`src/rtl/data_pkg.sv`:
```
// Shared data-path types for the core memory path: address/data widths, byte
// enables, the RV32 load/store size encoding and the LSU state type.
package data;

    localparam int unsigned XLEN  = 32;
    localparam int unsigned NBYTE = XLEN / 8;

    typedef logic [XLEN-1:0]  addr_t;
    typedef logic [XLEN-1:0]  data_t;
    typedef logic [NBYTE-1:0] en_t;

    // RV32 funct3 encoding of access size and signedness
    typedef enum logic [2:0] {
        MEM_B  = 3'b000,
        MEM_H  = 3'b001,
        MEM_W  = 3'b010,
        MEM_BU = 3'b100,
        MEM_HU = 3'b101
    } mem_op_t;

    typedef enum logic [1:0] {
        LSU_IDLE,
        LSU_RESP,
        LSU_HOLD
    } lsu_state_t;

    function automatic en_t op_mask(input mem_op_t op);
        en_t mask;
        case (op)
            MEM_B, MEM_BU: mask = 4'b0001;
            MEM_H, MEM_HU: mask = 4'b0011;
            MEM_W:         mask = 4'b1111;
            default:       mask = '0;
        endcase
        return mask;
    endfunction

    function automatic logic op_legal(input mem_op_t op, input logic store);
        logic ok;
        case (op)
            MEM_B, MEM_H, MEM_W: ok = 1'b1;
            MEM_BU, MEM_HU:      ok = !store;
            default:             ok = 1'b0;
        endcase
        return ok;
    endfunction

    function automatic logic op_misaligned(input mem_op_t op, input logic [1:0] lsb);
        logic mis;
        case (op)
            MEM_H, MEM_HU: mis = lsb[0];
            MEM_W:         mis = (lsb != 2'b00);
            default:       mis = 1'b0;
        endcase
        return mis;
    endfunction

endpackage

```
`src/rtl/lsu_format.sv`:
```
// Load data formatter: picks the low lanes of the RAM word and zero- or
// sign-extends them according to the access size.
module lsu_format
    import data::*;
(
    input  mem_op_t op,
    input  data_t   rdata,
    output data_t   data
);

    always_comb begin
        data = '0;
        case (op)
            MEM_B:   data = {{24{rdata[7]}}, rdata[7:0]};
            MEM_H:   data = {{16{rdata[15]}}, rdata[15:0]};
            MEM_W:   data = rdata;
            MEM_BU:  data = {24'd0, rdata[7:0]};
            MEM_HU:  data = {16'd0, rdata[15:0]};
            default: data = '0;
        endcase
    end

endmodule

```
`src/rtl/lsu.sv`:
```
// Load/store unit between execute and the byte-addressable synchronous RAM.
// Optional macro LSU_MISALIGN_TRAP_EN turns misaligned H/HU/W into errors.
module lsu
    import data::*;
(
    input  logic    clk,
    input  logic    resetn,
    input  logic    req_valid,
    output logic    req_ready,
    input  logic    req_store,
    input  mem_op_t req_op,
    input  addr_t   req_addr,
    input  data_t   req_wdata,
    output logic    resp_valid,
    input  logic    resp_ready,
    output data_t   resp_rdata,
    output logic    resp_err,
    output en_t     ram_wen,
    output addr_t   ram_addr,
    output data_t   ram_wdata,
    input  data_t   ram_rdata
);

    lsu_state_t state_q, state_d;
    mem_op_t    op_q;
    logic       store_q;
    logic       err_q;
    data_t      hold_q;

    logic  ready_int;
    logic  take;
    logic  req_err;
    logic  hold_load;
    data_t fmt_data;
    data_t resp_live;

    always_comb begin
        req_err = !op_legal(req_op, req_store);
`ifdef LSU_MISALIGN_TRAP_EN
        if (op_misaligned(req_op, req_addr[1:0])) begin
            req_err = 1'b1;
        end
`endif
    end

    // Flop enables use the ungated ready; reset already holds every flop, so
    // only the externally visible handshake and write enable need resetn.
    always_comb begin
        ready_int = 1'b0;
        case (state_q)
            LSU_IDLE: ready_int = 1'b1;
            LSU_RESP: ready_int = resp_ready;
            default:  ready_int = 1'b0;
        endcase
    end

    assign take      = req_valid && ready_int;
    assign req_ready = ready_int && resetn;

    assign ram_addr  = req_addr;
    assign ram_wdata = req_wdata;
    assign ram_wen   = (take && resetn && req_store && !req_err) ? op_mask(req_op) : '0;

    lsu_format u_format (
        .op    (op_q),
        .rdata (ram_rdata),
        .data  (fmt_data)
    );

    assign resp_live = (store_q || err_q) ? '0 : fmt_data;

    always_comb begin
        state_d    = state_q;
        resp_valid = 1'b0;
        resp_rdata = '0;
        resp_err   = 1'b0;
        hold_load  = 1'b0;
        case (state_q)
            LSU_IDLE: begin
                if (take) begin
                    state_d = LSU_RESP;
                end
            end
            LSU_RESP: begin
                resp_valid = 1'b1;
                resp_rdata = resp_live;
                resp_err   = err_q;
                if (resp_ready) begin
                    state_d = take ? LSU_RESP : LSU_IDLE;
                end else begin
                    // RAM read data is only valid for one cycle, so park it
                    hold_load = 1'b1;
                    state_d   = LSU_HOLD;
                end
            end
            LSU_HOLD: begin
                resp_valid = 1'b1;
                resp_rdata = hold_q;
                resp_err   = err_q;
                if (resp_ready) begin
                    state_d = LSU_IDLE;
                end
            end
            default: state_d = LSU_IDLE;
        endcase
    end

    always_ff @(posedge clk or negedge resetn) begin
        if (!resetn) begin
            state_q <= LSU_IDLE;
            op_q    <= MEM_B;
            store_q <= 1'b0;
            err_q   <= 1'b0;
            hold_q  <= '0;
        end else begin
            state_q <= state_d;
            if (take) begin
                op_q    <= req_op;
                store_q <= req_store;
                err_q   <= req_err;
            end
            if (hold_load) begin
                hold_q <= resp_live;
            end
        end
    end

endmodule

```
`config.mk`:
```
export PLATFORM = sky130hd
export DESIGN_NAME = lsu
export DESIGN_NICKNAME = d
export VERILOG_FILES = /design/src/rtl/data_pkg.sv /design/src/rtl/lsu_format.sv /design/src/rtl/lsu.sv
export SDC_FILE = /design/constraint.sdc
export NUM_CORES = 1
export LEC_CHECK = 0
export BUFFER_PORTS_ARGS = -buffer_cell sky130_fd_sc_hd__buf_2
export CORE_ASPECT_RATIO = 0.7
export CORE_UTILIZATION = 25
export DETAILED_ROUTE_END_ITERATION = 8
export PLACE_DENSITY = 0.57
export SKIP_LAST_GASP = 1
export SYNTH_ARGS = -nofsm -noshare
export SYNTH_HDL_FRONTEND = slang
export SYNTH_SLANG_ARGS = --single-unit
```
`constraint.sdc`:
```
create_clock -name clk -period 5.7 [get_ports clk]
set_input_delay 1.14 -clock clk [delete_from_list [all_inputs] [get_ports clk]]
set_output_delay 1.14 -clock clk [all_outputs]
set_load 0.005 [all_outputs]
```
# ---- Word-level counts from Yosys, hierarchy flattened
# Cells that the tools add are included.
# Widths: inputs -> output; s select.
dict set report classes {
  eq_ne 12
  n_mux 16
  reduce_logical 17
}
# cell count
set ops {}
lappend ops {{$pmux 32 s5} 1}
lappend ops {{$pmux 32 s2} 1}
lappend ops {{$mux 32} 1}
lappend ops {{$eq 3x3->1 const B} 4}
lappend ops {{$pmux 4 s3} 1}
lappend ops {{$reduce_or 2->1} 4}
lappend ops {{$eq 3x1->1 const B} 2}
lappend ops {{$eq 3x2->1 const B} 2}
lappend ops {{$logic_not 3->1} 2}
lappend ops {{$mux 2} 3}
lappend ops {{$pmux 2 s3} 1}
lappend ops {{$logic_and 1x1->1} 5}
lappend ops {{$mux 1} 5}
lappend ops {{$mux 4} 1}
lappend ops {{$ne 2x2->1 const B} 2}
lappend ops {{$pmux 1 s2} 2}
lappend ops {{$reduce_or 3->1} 1}
lappend ops {{$eq 2x1->1 const B} 1}
lappend ops {{$eq 2x2->1 const B} 1}
lappend ops {{$logic_not 1->1} 2}
lappend ops {{$logic_not 2->1} 1}
lappend ops {{$reduce_and 2->1} 1}
lappend ops {{$logic_or 1x1->1} 1}
dict set report totals {
  out_inout_bits 103
  reg_bits 39
}

# ---- Longest topological paths before layout
# Gate-level depths: netlist of run 1.
dict set report logic_depth {
  depth_word 7
  ltp_mapped 8
  depth_no_buf 5
}

# ---- By module
# From an unflattened synthesis of run 1, not the netlist that was laid out.
dict set report unflattened {
  hier_cells 328
  area_unflattened_um2 3199.3
}
# mod cells_each instances area_each_um2 seq_area_each_um2
set modules_own_cells {}
lappend modules_own_cells {lsu 257 1 2606.2 975.9}
lappend modules_own_cells {lsu_format 71 1 593.1 0.0}

# ---- Worst setup path before layout of run 1
# OpenSTA, ideal clock, no wires.
dict set report synth_path {
  kind {input to output}
  from {in ram_rdata[7]}
  to {out resp_rdata[13]}
  path_slack_ns 2.592
  arrival_ns 1.968
  stages 5
  path_buffers 2
  t_required_ns 4.560
  path_cell_list {clkbuf_1 > buf_2 > mux2_2 > a22oi_1 > o21ai_0}
}
dict set report synth_via {
  elab_chain_len 3
}
# element line_no
set synth_lines {}
lappend synth_lines {{start, declared} lsu.sv:21} ;# input data_t ram_rdata
lappend synth_lines {{$pmux 32 s5} lsu_format.sv:13} ;# case (op)
lappend synth_lines {{$mux 32} lsu.sv:70} ;# assign resp_live = (store_q || err_q) ? '0 : fmt_data;
lappend synth_lines {{$pmux 32 s2} lsu.sv:78} ;# case (state_q)
lappend synth_lines {{end, declared} lsu.sv:16} ;# output data_t resp_rdata,
# No other way between the ends.

# ---- Worst setup path after layout of run 1
dict set report layout_path {
  from {reg state_q[1]}
  to {out resp_rdata[12]}
}
dict set report layout_via {
  elab_chain_len 2
}
# element line_no
set layout_lines {}
lappend layout_lines {{start, declared} lsu.sv:24} ;# lsu_state_t state_q, state_d;
lappend layout_lines {{start signal, assigned} lsu.sv:116} ;# state_q <= state_d;
lappend layout_lines {{$eq 2x2->1 / $eq 2x1->1 (equally long branches)} lsu.sv:78}
lappend layout_lines {{$pmux 32 s2 (*)} lsu.sv:78}
# Mark *: on every way between the ends. The rest lies on a longest branch, timed or not.

==> out/metrics.csv, run 1 <==
metric,value,unit
status,finished clean,
cts_hold_buf,0,
grt.total_usage,12.44,%
fin_crit_sh,70.58,%
drc,0,
post_cts_buffers,0,
core,11690,um^2
rows,33,
placed_cell_area,2972,um^2
clk_pin_slew,60,ps
final_util,26.92,%
crit_fanout,36,
postSynthCellCount,330,
syn2layout_area_growth,5.144,%
diodes,0,
slew_headroom,23.44,%
fin_area,3146,um^2
power_density,486.4,nW/um^2
drtAntennaViolNets,0,
grt_pass1_wl,12.27,mm
numCtsBuffers,5,
fmax,0.2486,GHz
finalSetupTns,0,ps
start_util,25.60,%
arrival,2880,ps
layout_min_cycle_time,4023,ps
place_hpwl,5.534,mm
wl_per_cell,15.73,um
synth-edff-count,0,
clockBufferDepth,2,
antenna_found_initial,1,
cts_tree,yes,
yosysTopAreaCell,dfrtp_1,
required,4560,ps
die_area,12420,um^2
cts_max_level,2,
multi_input_area,1368,um^2
hold_viol_final,0,
num_vias,2379,
gp_congestion,0.8095,
fp.dieH,93.53,um
cts.repair.resized,0,
seq_area,975.9,um^2
synth_flop_cell,dfrtp_1,
portBuffers,78,
rsz0062_at_grt,no,
yosys_warnings,0,
crit_path_start_kind,flop,
firstDrtPassIters,4,
setup_viol,0,
nets,433,
drtIter0Drc,124,
clk_latency,270,ps
die_w,132.7,um
syn-mean-instance-area,9.066,um^2
drt-total-wl,7.615,mm
maxSlewViolCount,0,
async_flop_share,100.0,%
finalClockSkew,3.184,ps
seq_area_frac_synth,32.62,%
ios,207,
worst-setup-path-type,reg2out,
grt_max_degree,42,
tightest_slew,1148,ps
synthTopCellsByArea,"dfrtp_1 (33%), buf_4 (18%), o21ai_0 (7.0%), a32o_1 (5.4%), mux2i_1 (5.4%)",
avgViaCountPerCell,4.915,
leakagePower,1.456,nW
grt_pass1_vias,2356,
n_fill_cell,1272,
ys_ff_latch,39,
min_path_type,reg2reg,
synth_nets,437,
drive_gt1_share,32.11,%
synthDistinctLibCells,33,
cts_num_sinks,39,
cp-end-kind,primary output,
cts_root_buf,clkbuf_16,
grt_overflow,0,
maxCapViolCount,0,
synth.top_cell.area_share,32.62,%
ir_drop,279.7,uV
netlist_area,2992,um^2
==> critical path: stages, from the launching register on <==
cell and delay (ps):
dfrtp_1 360, inv_1 70, ha_1 1050, nand3_1 520, o21ai_0 420, buf_2 180
==> final cells by class <==
| type | instances | share of cell area [%] |
|---|---|---|
| Sequential cell | 39 | 31.03 |
| Inverter | 3 | 0.3580 |
| Multi-Input combinational cell | 195 | 43.48 |
| Clock inverter | 2 | 1.114 |
| Clock buffer | 6 | 4.415 |
| Timing Repair Buffer | 82 | 13.37 |
| Tap cell | 157 | 6.245 |
==> cells in the mapped netlist (all sizes together), types with 7 or more instances <==
cell and n:
a22o 16, buf 77, nor2b 13, clkbuf 16, mux2i 16, a22oi 7
a32o 16, nand3 10, a32oi 8, nand2 27, o21ai 43, mux2 13
dfrtp 39
==> worst paths after layout <==
path	cells past startpoint	end	from	slack (ps)
max in group asynchronous	1	hold_q[1]$_DFFE_PN0P_	resetn	4130
max	5	resp_rdata[12]	state_q[1]$_DFFE_PN0P_	1680
min reg2reg	2	hold_q[9]$_DFFE_PN0P_	hold_q[9]$_DFFE_PN0P_	480
max reg2reg	5	hold_q[23]$_DFFE_PN0P_	state_q[1]$_DFFE_PN0P_	3470
min	2	hold_q[9]$_DFFE_PN0P_	hold_q[9]$_DFFE_PN0P_	480
min in group asynchronous	1	hold_q[10]$_DFFE_PN0P_	resetn	990
==> per-layer routing <==
layer  routed length (um)  up-vias  GRT usage (%)
met5                    8        -              0
li1                     -     1112              -
met3                  502        8          4.119
met2                 3250      103          18.25
met4                   22        2          2.011
met1                 3831     1154          17.76
==> power breakdown <==
| part | total [mW] | switching, mW | internal, mW |
|---|---|---|---|
| registers | 0.490 | 0.102 | 0.388 |
| clock network | 0.324 | 0.107 | 0.218 |
| logic | 0.716 | 0.428 | 0.288 |
| total | 1.53 | 0.636 | 0.894 |
==> through the flow <==
| step | power (mW) | hold WS [ps] | std cells | setup slack [ps] |
|---|---|---|---|---|
| 5_1_grt | 1.653 | 506.2 | 484 | 1397 |
| 6_report | 1.530 | 480.0 | 484 | 1677 |
| 2_1_floorplan | 1.050 | 450.5 | 330 | 2592 |
| 4_1_cts | 1.546 | 484.2 | 484 | 1651 |
| 3_5_place_dp | 1.213 | 470.9 | 476 | 1859 |
| 3_3_place_gp | 1.190 | 463.5 | 476 | 1936 |
==> flip-flops by register name, indices dropped and copies added (netlist names) <==
register,count
state_q,2
op_q,3
hold_q,32
err_q,1
store_q,1
==> cells in the final DEF, fill, tap and decap left out, drive strengths merged, types with 2 or more instances in the layout <==
cell	netlist	final
nor3b	2	2
ha	3	3
a32o	16	16
a32oi	8	8
nor2b	13	13
nand3	10	10
mux2i	16	16
a21oi	3	3
nand2	27	27
o21ai	43	43
clkbuf	16	6
inv	3	3
and2	2	2
nor2	6	6
and3	2	2
dfrtp	39	39
mux2	13	13
a22oi	7	7
a22o	16	16
buf	77	82
==> logic make-up after synthesis <==
group	count (synthesis)	synth area share [%]
flip-flops	39	32.62
AO/OA/AOI/OAI	97	22.88
AND/OR/NAND/NOR	65	11.04
XOR/XNOR	1	0.2928
adder cells (fa/ha/maj)	3	1.255
buffers and inverters	96	21.66
multiplexers	29	10.25
Note: power is estimated with default switching activity, not from simulation.
==> run 2: changes to the inputs <==
--- a/config.mk
+++ b/config.mk
@@ -9,7 +9,7 @@
 export CORE_ASPECT_RATIO = 0.7
 export CORE_UTILIZATION = 25
 export DETAILED_ROUTE_END_ITERATION = 8
-export PLACE_DENSITY = 0.57
+export PLACE_DENSITY = 0.59
 export SKIP_LAST_GASP = 1
 export SYNTH_ARGS = -nofsm -noshare
 export SYNTH_HDL_FRONTEND = slang
==> constraint.sdc (replaced) <==
create_clock -name clk -period 3.4 [get_ports clk]
set_input_delay 0.68 -clock clk [delete_from_list [all_inputs] [get_ports clk]]
set_output_delay 0.68 -clock clk [all_outputs]
set_load 0.005 [all_outputs]
==> out/metrics.csv, run 2 (synthesis gave the netlist of run 1 again) <==
metric,value,unit
regToRegSetupSlack,1130,ps
diodes,0,
crit_fanout,16,
status,finished clean,
clk_latency,280,ps
crit_chain,inv_1 > ha_1 > nor3b_4 > and3_1 > a32o_1 > buf_2,
clkPwrFrac,21.0,%
grt_max_degree,41,
layout_min_cycle_time,3176,ps
tightest_slew,770.4,ps
top_regs,"hold_q (32), op_q (3), state_q (2)",
path_delay_family,simple AND/OR/NAND/NOR gates,
firstDrtPassIters,4,
r2r_cells,5,
pwr-share-seq,32.2,%
p_sw_share,41.77,%
portBuffers,78,
rsz0062_at_grt,no,
r2r-start,state_q[1]$_DFFE_PN0P_,
cts_hold_buf,0,
crit_buf_inv,2,
use_met1,19.34,%
post_cts_buffers,0,
rows,33,
slowest_stage,and3_1,
wl_per_cell,16.04,um
met2_usage,16.89,%
slew_headroom,48.64,%
maxCapViolCount,0,
p_int,1.516,mW
max_stage_delay,710,ps
nets,437,
numCtsBuffers,5,
grt_overflow,0,
clk_pin_slew,60,ps
final_cell_mix,"buf_2 (78), o21ai_0 (42), dfrtp_1 (39)",
fp.dieH,93.53,um
crit_path_start_kind,flop,
ios,207,
ir_drop,375.3,uV
cts_tree,yes,
drt-total-wl,7.829,mm
placed_cell_area,3002,um^2
required,2720,ps
final_common_cell,buf_2,
gp_congestion,0.7935,
start_util,25.60,%
reg2reg_to,hold_q[25]$_DFFE_PN0P_,
die_w,132.7,um
finalSetupTns,0,ps
drc,0,
cts_root_buf,clkbuf_16,
fin_area,3176,um^2
power_density,820.0,nW/um^2
hold_viol_final,0,
largest_reg_flops,32,
drtAntennaViolNets,0,
leakagePower,1.476,nW
drtIter0Drc,152,
cts_num_sinks,39,
grt_pass1_vias,2261,
final_util,27.18,%
top_usage_layer,met1,
core,11690,um^2
maxSlewViolCount,0,
min_path_type,in2async,
cts_max_level,2,
syn2layout_area_growth,6.148,%
grt_pass1_wl,12.20,mm
setup_viol,0,
place_hpwl,5.512,mm
cts.repair.resized,0,
comb_power_share,46.8,%
largest_register,hold_q,
avgViaCountPerCell,4.904,
use_met3,4.173,%
clockBufferDepth,2,
fmax,0.3149,GHz
finalClockSkew,3.799,ps
num_vias,2393,
drive_gt1_share,32.93,%
antenna_found_initial,0,
grt.total_usage,12.66,%
p_switching,1.088,mW
die_area,12420,um^2
cp-end-kind,primary output,
fin_crit_sh,93.41,%
arrival,2500,ps
worst-setup-path-type,reg2out,
run 2: cell types whose count changed in the layout (fill, tap and decap cells not counted), sizes merged:
cell	before	now
buf	82	86
run 2: power groups by stage:
stage	clock network, mW	registers [mW]	logic [mW]
2_1_floorplan	0	0.745	1.02
3_3_place_gp	0	0.838	1.20
3_5_place_dp	0	0.843	1.22
4_1_cts	0.558	0.836	1.23
5_1_grt	0.574	0.873	1.36
6_report	0.546	0.839	1.22
run 2: cell type report:
class,count,area (um^2)
multi-input cells,195,1368
clock buffers,6,138.9
inverters,3,11.26
clock inverters,2,35.03
repair buffers,86,450.4
fillers,1277,8509
well taps,157,196.4
flip-flops and latches,39,975.9
run 2: routing by layer:
| metal | vias to the layer above | wire (um) |
|---|---|---|
| met5 | - | 0 |
| met2 | 118 | 3054 |
| met3 | 7 | 604 |
| met1 | 1149 | 4147 |
| li1 | 1119 | - |
| met4 | 0 | 23 |
run 2: worst max path at each step:
| stage | startpoint | cells after the start | end | slack (ps) |
|---|---|---|---|---|
| after floorplan | state_q[1]$_DFFE_PN0P_ | 7 | resp_rdata[20] | 1190 |
| after global placement | state_q[1]$_DFFE_PN0P_ | 6 | resp_rdata[30] | 690 |
| after detailed placement | state_q[1]$_DFFE_PN0P_ | 6 | resp_rdata[25] | 570 |
| after CTS | state_q[1]$_DFFE_PN0P_ | 6 | resp_rdata[25] | 260 |
| after global routing | state_q[1]$_DFFE_PN0P_ | 6 | resp_rdata[25] | 60 |
| final | state_q[1]$_DFFE_PN0P_ | 6 | resp_rdata[25] | 220 |
run 2: metrics by stage:
stage          hold slack [ps]  instances  setup WS [ps]  total power [mW]
2_1_floorplan            384.4        330           1188             1.761
3_3_place_gp             462.0        480          686.6             2.039
3_5_place_dp             476.1        480          571.4             2.065
4_1_cts                  489.4        488          263.4             2.623
5_1_grt                  507.5        488          63.35             2.803
6_report                 482.8        488          223.9             2.604
==> run 3: changes to the inputs <==
--- a/config.mk
+++ b/config.mk
@@ -9,7 +9,7 @@
 export CORE_ASPECT_RATIO = 0.7
 export CORE_UTILIZATION = 25
 export DETAILED_ROUTE_END_ITERATION = 8
-export PLACE_DENSITY = 0.59
+export PLACE_DENSITY = 0.55
 export SKIP_LAST_GASP = 1
 export SYNTH_ARGS = -nofsm -noshare
 export SYNTH_HDL_FRONTEND = slang
==> out/metrics.csv, run 3 (synthesis gave the netlist of run 1 again) <==
metric,value,unit
post_cts_buffers,0,
crit_buf_inv,2,
nets,438,
num_vias,2422,
clockBufferDepth,2,
placed_cell_area,3009,um^2
finalPower,2.554,mW
core,11690,um^2
ios,207,
cts_tree,yes,
required,2720,ps
crit_chain,inv_1 > ha_1 > nor3b_4 > and3_1 > a32o_1 > buf_2,
drtIter0Drc,94,
die_w,132.7,um
crit_path_start_kind,flop,
status,finished clean,
cts_hold_buf,0,
finalClockSkew,3.279,ps
maxSlewViolCount,0,
fp.dieH,93.53,um
clk_latency,280,ps
met2_usage,18.60,%
arrival,2480,ps
cts.repair.resized,0,
tightest_slew,707.4,ps
start_util,25.60,%
leakagePower,1.467,nW
portBuffers,78,
drc,0,
wl_per_cell,16.25,um
gp_congestion,0.7521,
min_path_type,in2async,
top_regs,"hold_q (32), op_q (3), state_q (2)",
numCtsBuffers,5,
firstDrtPassIters,4,
largest_register,hold_q,
power_density,810.1,nW/um^2
drtAntennaViolNets,0,
drive_gt1_share,32.93,%
final_cell_mix,"buf_2 (78), o21ai_0 (42), dfrtp_1 (39)",
slowest_stage,and3_1,
diodes,0,
final_util,26.98,%
antenna_found_initial,1,
top_usage_layer,met1,
worst-setup-path-type,reg2out,
use_met1,18.80,%
grt_overflow,0,
final_common_cell,buf_2,
finalSetupTns,0,ps
slew_headroom,52.84,%
syn2layout_area_growth,5.395,%
grt_pass1_wl,12.74,mm
cts_root_buf,clkbuf_16,
cts_num_sinks,39,
clk_pin_slew,60,ps
grt_max_degree,41,
rows,33,
hold_viol_final,0,
fin_crit_sh,92.85,%
grt_pass1_vias,2361,
fmax,0.3168,GHz
die_area,12420,um^2
rsz0062_at_grt,no,
setup_viol,0,
avgViaCountPerCell,4.963,
largest_reg_flops,32,
drt-total-wl,7.931,mm
fin_area,3153,um^2
layout_min_cycle_time,3157,ps
ir_drop,270.6,uV
grt.total_usage,13.28,%
place_hpwl,5.688,mm
maxCapViolCount,0,
use_met3,5.149,%
cp-end-kind,primary output,
crit_fanout,16,
max_stage_delay,680,ps
path_delay_family,simple AND/OR/NAND/NOR gates,
cts_max_level,2,
[run 3: area by class of cell]
cell class,instances,area (um^2)
repair buffers,87,457.9
fillers,1244,8532
inverters,3,11.26
clock inverters,1,5.005
multi-input cells,195,1368
well taps,157,196.4
flip-flops and latches,39,975.9
clock buffers,6,138.9
[run 3: worst paths after layout]
check / startpoint / end / slack (ps) / cells after the start
worst max-delay path: state_q[1]$_DFFE_PN0P_ / resp_rdata[26] / 240 / 6
worst min-delay path: resetn / hold_q[10]$_DFFE_PN0P_ / 470 / 2
worst max register to register: state_q[1]$_DFFE_PN0P_ / hold_q[22]$_DFFE_PN0P_ / 1150 / 5
worst min register to register: hold_q[13]$_DFFE_PN0P_ / hold_q[13]$_DFFE_PN0P_ / 490 / 2
max in group asynchronous: resetn / hold_q[27]$_DFFE_PN0P_ / 2560 / 2
min in group clk: hold_q[13]$_DFFE_PN0P_ / hold_q[13]$_DFFE_PN0P_ / 490 / 2
[run 3: report_power, final]
part,switching [mW],internal (mW)
Sequential,0.177,0.651
Clock,0.182,0.286
Combinational,0.743,0.515
[run 3: metal layers]
| layer | up-vias | share of wire, % |
|---|---|---|
| li1 | 1117 | - |
| met1 | 1190 | 52 |
| met2 | 101 | 40 |
| met3 | 12 | 7.8 |
| met4 | 2 | 0.93 |
| met5 | - | 0.15 |
[run 3: stage by stage]
step           hold slack [ps]  worst slack, ps  cells
4_1_cts                  484.4            252.2    488
2_1_floorplan            384.4             1188    330
6_report                 469.0            243.3    488
3_3_place_gp             462.9            701.9    481
5_1_grt                  512.4            81.00    488
3_5_place_dp             472.1            565.2    481
